**config.mk**
```make
export PLATFORM = sky130hd
export DESIGN_NAME = uart_tx_serial_flat
export DESIGN_NICKNAME = d
export VERILOG_FILES = /design/src/rtl/uart_pkg.sv /design/src/rtl/uart_tx_serial_if.sv /design/src/rtl/uart_baud_timer.sv /design/src/rtl/uart_tx_serial.sv /design/src/flat_wrapper.sv
export SDC_FILE = /design/constraint.sdc
export NUM_CORES = 1
export LEC_CHECK = 0
export CORE_ASPECT_RATIO = 2
export CORE_MARGIN = 10
export CORE_UTILIZATION = 50
export CTS_CLUSTER_DIAMETER = 100
export DETAILED_ROUTE_END_ITERATION = 6
export DONT_BUFFER_PORTS = 1
export GPL_TIMING_DRIVEN = 0
export HOLD_SLACK_MARGIN = 0.03
export PLACE_DENSITY_LB_ADDON = 0.15
export SLEW_MARGIN = 20
export SYNTH_ARGS = -nofsm -noshare
export SYNTH_HDL_FRONTEND = slang
export SYNTH_SLANG_ARGS = --single-unit
```
**constraint.sdc**
```tcl
create_clock -name i_clk -period 2.95 [get_ports i_clk]
set_clock_uncertainty 0.2 [all_clocks]
set_input_delay 0.59 -clock i_clk [delete_from_list [all_inputs] [get_ports i_clk]]
set_output_delay 0.59 -clock i_clk [all_outputs]
set_load 0.1 [all_outputs]
```
**src/rtl/uart_pkg.sv**
```systemverilog
// uart_pkg: shared types and constants for the UART transmit path (and the
// future receiver that will reuse uart_baud_timer).
//   uart_state_t : frame state (IDLE, START, DATA, STOP)
//   DATA_BITS    : payload bits per frame
//   FRAME_BITS   : start + payload + stop
//   BAUD_CW      : baud counter width
package uart_pkg;

  typedef enum logic [1:0] {
    IDLE  = 2'd0,
    START = 2'd1,
    DATA  = 2'd2,
    STOP  = 2'd3
  } uart_state_t;

  localparam int DATA_BITS  = 8;
  localparam int FRAME_BITS = DATA_BITS + 2;
  localparam int BAUD_CW    = 24;

endpackage

```
**src/rtl/uart_tx_serial_if.sv**
```systemverilog
// uart_tx_serial_if: byte handshake between the console/debug UART mux and
// the serial transmitter.
//   wr   : byte-valid strobe (mux -> transmitter)
//   data : byte to send      (mux -> transmitter)
//   busy : transmitter cannot take a byte this cycle (transmitter -> mux)
// Modports: master = mux side, slave = transmitter side.
interface uart_tx_serial_if;
  import uart_pkg::*;

  logic                 wr;
  logic [DATA_BITS-1:0] data;
  logic                 busy;

  modport master (output wr, output data, input busy);
  modport slave  (input wr, input data, output busy);

endinterface

```
**src/rtl/uart_baud_timer.sv**
```systemverilog
// uart_baud_timer: reload/decrement bit-period timer.
//   i_clk     : clock
//   i_reset   : synchronous active-high reset (counter to 0)
//   i_restart : load CLOCKS_PER_BAUD-1, starting a new bit period
//   o_bit_end : counter is 0 -> the current bit ends at the next edge
//   o_pre_end : counter is 1 -> one cycle before o_bit_end
// Each period spans exactly CLOCKS_PER_BAUD cycles from the restart edge, so
// restarting on every bit end gives frames with no cumulative drift.
module uart_baud_timer
  import uart_pkg::*;
#(
  parameter int unsigned CLOCKS_PER_BAUD = 868
) (
  input  logic i_clk,
  input  logic i_reset,
  input  logic i_restart,
  output logic o_bit_end,
  output logic o_pre_end
);

  localparam logic [BAUD_CW-1:0] RELOAD = BAUD_CW'(CLOCKS_PER_BAUD - 1);

  logic [BAUD_CW-1:0] cnt;

  always_ff @(posedge i_clk) begin
    if (i_reset) begin
      cnt <= '0;
    end else if (i_restart) begin
      cnt <= RELOAD;
    end else if (cnt != '0) begin
      cnt <= cnt - BAUD_CW'(1);
    end
  end

  assign o_bit_end = (cnt == '0);
  assign o_pre_end = (cnt == BAUD_CW'(1));

endmodule

```
**src/rtl/uart_tx_serial.sv**
```systemverilog
// uart_tx_serial: 8N1 serial transmitter fed by the UART mux byte strobe.
//   i_clk     : clock, rising edge
//   i_reset   : synchronous active-high reset
//   bus       : uart_tx_serial_if.slave (wr, data in; busy out)
//   i_cts_n   : clear-to-send, active low (only with UART_TX_CTS_EN)
//   o_uart_tx : serial line, idle high
// Optional feature macro: UART_TX_CTS_EN (adds i_cts_n flow control).
// All outputs are registered. busy drops for the last STOP cycle only, so a
// byte offered then starts the next frame with no idle gap.
//
// state | meaning
// IDLE  | line high, waiting for a byte
// START | start bit (line low)
// DATA  | 8 data bits, LSB first
// STOP  | stop bit (line high); last cycle may accept the next byte
module uart_tx_serial
  import uart_pkg::*;
#(
  parameter int unsigned CLOCKS_PER_BAUD = 24'd868
) (
  input  logic               i_clk,
  input  logic               i_reset,
  uart_tx_serial_if.slave    bus,
`ifdef UART_TX_CTS_EN
  input  logic               i_cts_n,
`endif
  output logic               o_uart_tx
);

  if (CLOCKS_PER_BAUD < 2 || CLOCKS_PER_BAUD > 32'h00FF_FFFF) begin : g_bad_baud
    $error("uart_tx_serial: CLOCKS_PER_BAUD out of range 2..2^24-1");
  end

  uart_state_t          state;
  logic [DATA_BITS-1:0] shreg;
  logic [2:0]           bit_cnt;
  logic                 tx_q;
  logic                 busy_q;
  logic                 hold;
  logic                 accept;
  logic                 restart;
  logic                 bit_end;
  logic                 pre_end;

`ifdef UART_TX_CTS_EN
  // Two-flop synchroniser; no reset needed, it just tracks the pin.
  logic cts_meta;
  logic cts_sync;

  always_ff @(posedge i_clk) begin
    cts_meta <= i_cts_n;
    cts_sync <= cts_meta;
  end

  assign hold = cts_sync;
`else
  assign hold = 1'b0;
`endif

  // busy_q is 0 only in IDLE or the last STOP cycle, so this covers both
  // the idle accept and the back-to-back accept.
  assign accept  = bus.wr && !busy_q;
  assign restart = accept || (bit_end && (state == START || state == DATA));

  uart_baud_timer #(
    .CLOCKS_PER_BAUD (CLOCKS_PER_BAUD)
  ) u_baud (
    .i_clk     (i_clk),
    .i_reset   (i_reset),
    .i_restart (restart),
    .o_bit_end (bit_end),
    .o_pre_end (pre_end)
  );

  always_ff @(posedge i_clk) begin
    if (i_reset) begin
      state   <= IDLE;
      shreg   <= '0;
      bit_cnt <= '0;
      tx_q    <= 1'b1;
      busy_q  <= 1'b0;
    end else begin
      case (state)
        IDLE: begin
          tx_q   <= 1'b1;
          busy_q <= hold;
          if (accept) begin
            state  <= START;
            shreg  <= bus.data;
            tx_q   <= 1'b0;
            busy_q <= 1'b1;
          end
        end
        START: begin
          if (bit_end) begin
            state   <= DATA;
            bit_cnt <= '0;
            tx_q    <= shreg[0];
            shreg   <= shreg >> 1;
          end
        end
        DATA: begin
          if (bit_end) begin
            if (bit_cnt == 3'(DATA_BITS - 1)) begin
              state <= STOP;
              tx_q  <= 1'b1;
            end else begin
              bit_cnt <= bit_cnt + 3'd1;
              tx_q    <= shreg[0];
              shreg   <= shreg >> 1;
            end
          end
        end
        STOP: begin
          if (pre_end && !hold) begin
            busy_q <= 1'b0;
          end
          if (bit_end) begin
            if (accept) begin
              state  <= START;
              shreg  <= bus.data;
              tx_q   <= 1'b0;
              busy_q <= 1'b1;
            end else begin
              state  <= IDLE;
              tx_q   <= 1'b1;
              busy_q <= hold;
            end
          end
        end
        default: begin
          state  <= IDLE;
          tx_q   <= 1'b1;
          busy_q <= 1'b0;
        end
      endcase
    end
  end

  assign o_uart_tx = tx_q;
  assign bus.busy  = busy_q;

endmodule
```
**src/flat_wrapper.sv**
```systemverilog
// flat-port wrapper written by rule: the top's interface ports become plain ports
module uart_tx_serial_flat import uart_pkg::*;
#(
  parameter int unsigned CLOCKS_PER_BAUD = 24'd868
)
  (i_clk, i_reset, o_uart_tx, bus_wr, bus_data, bus_busy);
  uart_tx_serial_if bus_i ();
  input  logic i_clk;
  input  logic i_reset;
  output logic o_uart_tx;
  input wire logic [$bits(bus_i.wr)-1:0] bus_wr;
  input wire logic [$bits(bus_i.data)-1:0] bus_data;
  output wire logic [$bits(bus_i.busy)-1:0] bus_busy;
  assign bus_i.wr = bus_wr;
  assign bus_i.data = bus_data;
  assign bus_busy = bus_i.busy;
  uart_tx_serial #(.CLOCKS_PER_BAUD(CLOCKS_PER_BAUD)) u_core (.i_clk(i_clk), .i_reset(i_reset), .bus(bus_i), .o_uart_tx(o_uart_tx));
endmodule
```
==> metrics.log <==
[metrics] Final Cycle Share: 0.8917
[metrics] worst rel slew slack: 0.2871
[metrics] fill count: 402
[metrics] synthesized area divided by synthesized cell count: 8.857 µm²
[metrics] final routed wire length divided by cell count: about 17 µm
[metrics] #FFs+latches synth: 39
[metrics] Setup violations, final: 0
[metrics] share of post-route cells with drive strength above 1: 0.09677
[metrics] final-report hold violation count: 0
[metrics] most common cell after layout, fill and taps aside: dfxtp_1
[metrics] clock share of power: 0.165
[metrics] number of buffers on the longest clock path: 2
[metrics] number of maximum-capacitance violations: 0
[metrics] Post-synth EDFFs: 0
[metrics] most frequent cells in the layout: dfxtp_1, a21oi_1, nor2_1
[metrics] Least-Margin Pin Slew: 1.068 ns
[metrics] clock latency at the later pin of the worst-skew pair: ~0.30 ns
[metrics] floorplan die area: roughly 7400 µm²
[metrics] proportion of power drawn by combinational gates: 0.483
[metrics] biggest fanout along the worst timing path: 10
[metrics] Final WS setup: 0.3195 ns
[metrics] Layout area overhead: 7.534%
[metrics] Chip Width: 66.11 µm
[metrics] worst hold path type: input pin to flip-flop
[metrics] proportion of total power due to net switching: 0.4552
[metrics] PnR Total Power: between 0.002 and 0.0025 W
[metrics] Setup WS pre-CTS: 0.3420 ns
[metrics] total wire length after detailed routing: 5.086 mm
[metrics] FP Rows: 33
[metrics] Lkg Pwr: around 0.87 nW
[metrics] unique cell type count in the Yosys netlist: 51
[metrics] root buf cell: clkbuf_8
[metrics] maximum ir drop on the vdd rail: about 900 µV
[metrics] count of buffers inserted at the top-level ports: 0
[metrics] total grt overflow: 0
[metrics] initial DRC count: 82
[metrics] final number of max-transition violations: 0
[metrics] via total after detailed routing: approximately 1,800
[metrics] reg-to-reg slack, setup: about 0.32 ns
[metrics] area of the core: 4088 µm²
[metrics] Post-route DRC: 0
[metrics] CTS Buf Count: 5
[metrics] warnings from Yosys: 0
[metrics] Finished Core Util: 0.5592
[metrics] Internal Power: 0.001269 W
[metrics] antenna violations before repair: 0
[metrics] ratio of total power to cell area: 1019 nW/µm²
[metrics] type of element launching the critical path: flip-flop
[metrics] clock edge transition at the registers on the reported setup and hold paths: around 0.080 ns
[metrics] via count of the first global-routing pass: 1,924
[metrics] diode insertion count for antenna repair: 0
[metrics] CTS H-tree depth: 2
[metrics] Avg Vias per Cell: 6.147
[metrics] largest net degree at the start of global routing: 13
[metrics] number of nets at the end of the flow: around 270
[metrics] Final HPWL DP: 3.817 mm
[metrics] Max Clock Freq: 380.2 MHz
[metrics] number of clock sinks: 39
[metrics] Async S/R FF share, synth: 0
[metrics] Psw: roughly 0.0011 W
[metrics] result of the run: finished, final reports clean
[metrics] required time of the worst setup path: a little under 3 ns
[metrics] critical path data arrival time: ~2.7 ns
[metrics] Flop pwr share: 0.352
[metrics] sequential cell area fraction in the yosys report: 0.3673
[metrics] global-route wire length before repair: 8.852 mm
[metrics] crit path capture type: flip-flop
[metrics] number of standard cells after synthesis: 240
[metrics] Post-CTS Repair Setup Buffers: 0
[metrics] type of the worst setup path: flip-flop to flip-flop
[metrics] Post-DRT Antenna Nets: 0
[metrics] main flop type after synthesis: dfxtp_1
[metrics] Global Route Usage Sum: 0.1470
[metrics] aggregate negative setup slack: 0 ns
[metrics] post-cts gate resize count: 0
[metrics] count of hold buffers inserted by post-cts repair: 0
[metrics] starting density of the core: 0.5200
[metrics] Netlist Area Pre-Place: 2126 µm²
[metrics] final weighted congestion in routability-driven placement: 0.8271
[metrics] RSZ-0062 raised after global routing: no
[metrics] minimum period implied by the final worst setup slack: 2.631 ns
[metrics] Mapped Nets: 260
[metrics] number of iterations in the first detailed-routing pass: 4
[metrics] num ports: 13
[metrics] height of the chip: approximately 110 µm
[metrics] TritonCTS clock tree: done
==> stage by stage <==
stage | hold slack (ns) | cell area (µm²) | instances
2_1_floorplan | 0.2377 | 2126 | 240
4_1_cts | 0.2216 | 2286 | 300
3_5_place_dp | 0.2645 | 2191 | 292
3_3_place_gp | 0.2567 | 2191 | 292
6_report | 0.2303 | 2286 | 300
5_1_grt | 0.2357 | 2286 | 300
==> cell type report <==
class | instances | area (µm²) | share of cell area
clock buffer | 7 | 86.33 | 0.03777
buffer | 11 | 55.05 | 0.02408
clock inverter | 1 | 8.758 | 0.003831
multi-input combinational | 183 | 1264 | 0.5528
tap | 52 | 65.06 | 0.02846
inverter | 7 | 26.28 | 0.01149
sequential | 39 | 780.7 | 0.3415
==> path summary, 6_finish.rpt <==
| check | start | to | cells past startpoint |
|---|---|---|---|
| setup reg to reg | u_core.state[0]$_SDFFE_PP0P_ | u_core.u_baud.cnt[5]$_SDFFE_PP0P_ | 6 |
| hold / removal | bus_data[7] | u_core.shreg[7]$_SDFFE_PP0P_ | 2 |
| setup / recovery | u_core.state[0]$_SDFFE_PP0P_ | u_core.u_baud.cnt[5]$_SDFFE_PP0P_ | 6 |
| hold reg to reg | u_core.shreg[7]$_SDFFE_PP0P_ | u_core.shreg[7]$_SDFFE_PP0P_ | 2 |
==> power groups by stage <==
stage / clock (W) / combinational (W) / sequential [W]
2_1_floorplan: 0 / 0.000887 / 0.000803
3_3_place_gp: 0 / 0.00110 / 0.000829
3_5_place_dp: 0 / 0.00112 / 0.000830
4_1_cts: 0.000398 / 0.00112 / 0.000819
5_1_grt: 0.000410 / 0.00125 / 0.000835
6_report: 0.000383 / 0.00113 / 0.000820
==> registers in the layout, indices dropped and copies added, names as in the netlist <==
| signal | cells |
|---|---|
| u_core.u_baud.cnt | 24 |
| u_core.shreg | 8 |
| u_core.bit_cnt | 3 |
| u_core.state | 2 |
| u_core.bus.busy | 1 |
| u_core.o_uart_tx | 1 |
==> worst max-delay path: stages, from the launching register on <==
cell,delay [ns]
dfxtp_1,0.43
inv_1,0.12
ha_1,0.32
clkbuf_1,0.39
buf_1,0.56
a21oi_1,0.32
a31oi_1,0.22
==> synthesized netlist by cell type (all sizes together) (2+ instances only) <==
cell    instances  area (µm²)
mux2i           8       80.08
buf             5       32.53
xnor2           5       43.79
nor2           19       71.32
a22o            2       17.52
nand4           4       25.02
a211o           2       17.52
and2            2       12.51
nor3            5       25.02
o31ai           9       67.56
a211oi          2       15.01
nand2b          4       25.02
ha              9       112.6
a31o            2       26.28
nand2          19       73.82
a311oi          9       78.83
clkbuf          6       22.52
nor2b           2       12.51
nand3           7       40.04
a21oi          22       110.1
or4             6       45.04
a21o            4       30.03
xor2            3       26.28
inv             7       26.28
o21ai           6       30.03
dfxtp          39       780.8
nor4            9       92.59
or3             2       12.51
a31oi           5       31.28
or2             3       18.77
==> cells by family after synthesis <==
logic type	count (synthesis)	share of synthesized area
fa+ha+maj	9	0.05297
xor+xnor	8	0.03296
mux	9	0.04297
buf+inv	18	0.03826
flops	39	0.3673
simple gates	88	0.2413
compound gates	69	0.2243
==> per-layer routing <==
layer / up-vias / GRT usage / share of wire
li1: 928 / - / -
met1: 868 / 0.1434 / 0.38
met2: 33 / 0.2704 / 0.55
met3: 15 / 0.02888 / 0.028
met4: 0 / 0.08017 / 0.041
met5: - / 0 / 0
(Power assumes the default switching activity.)
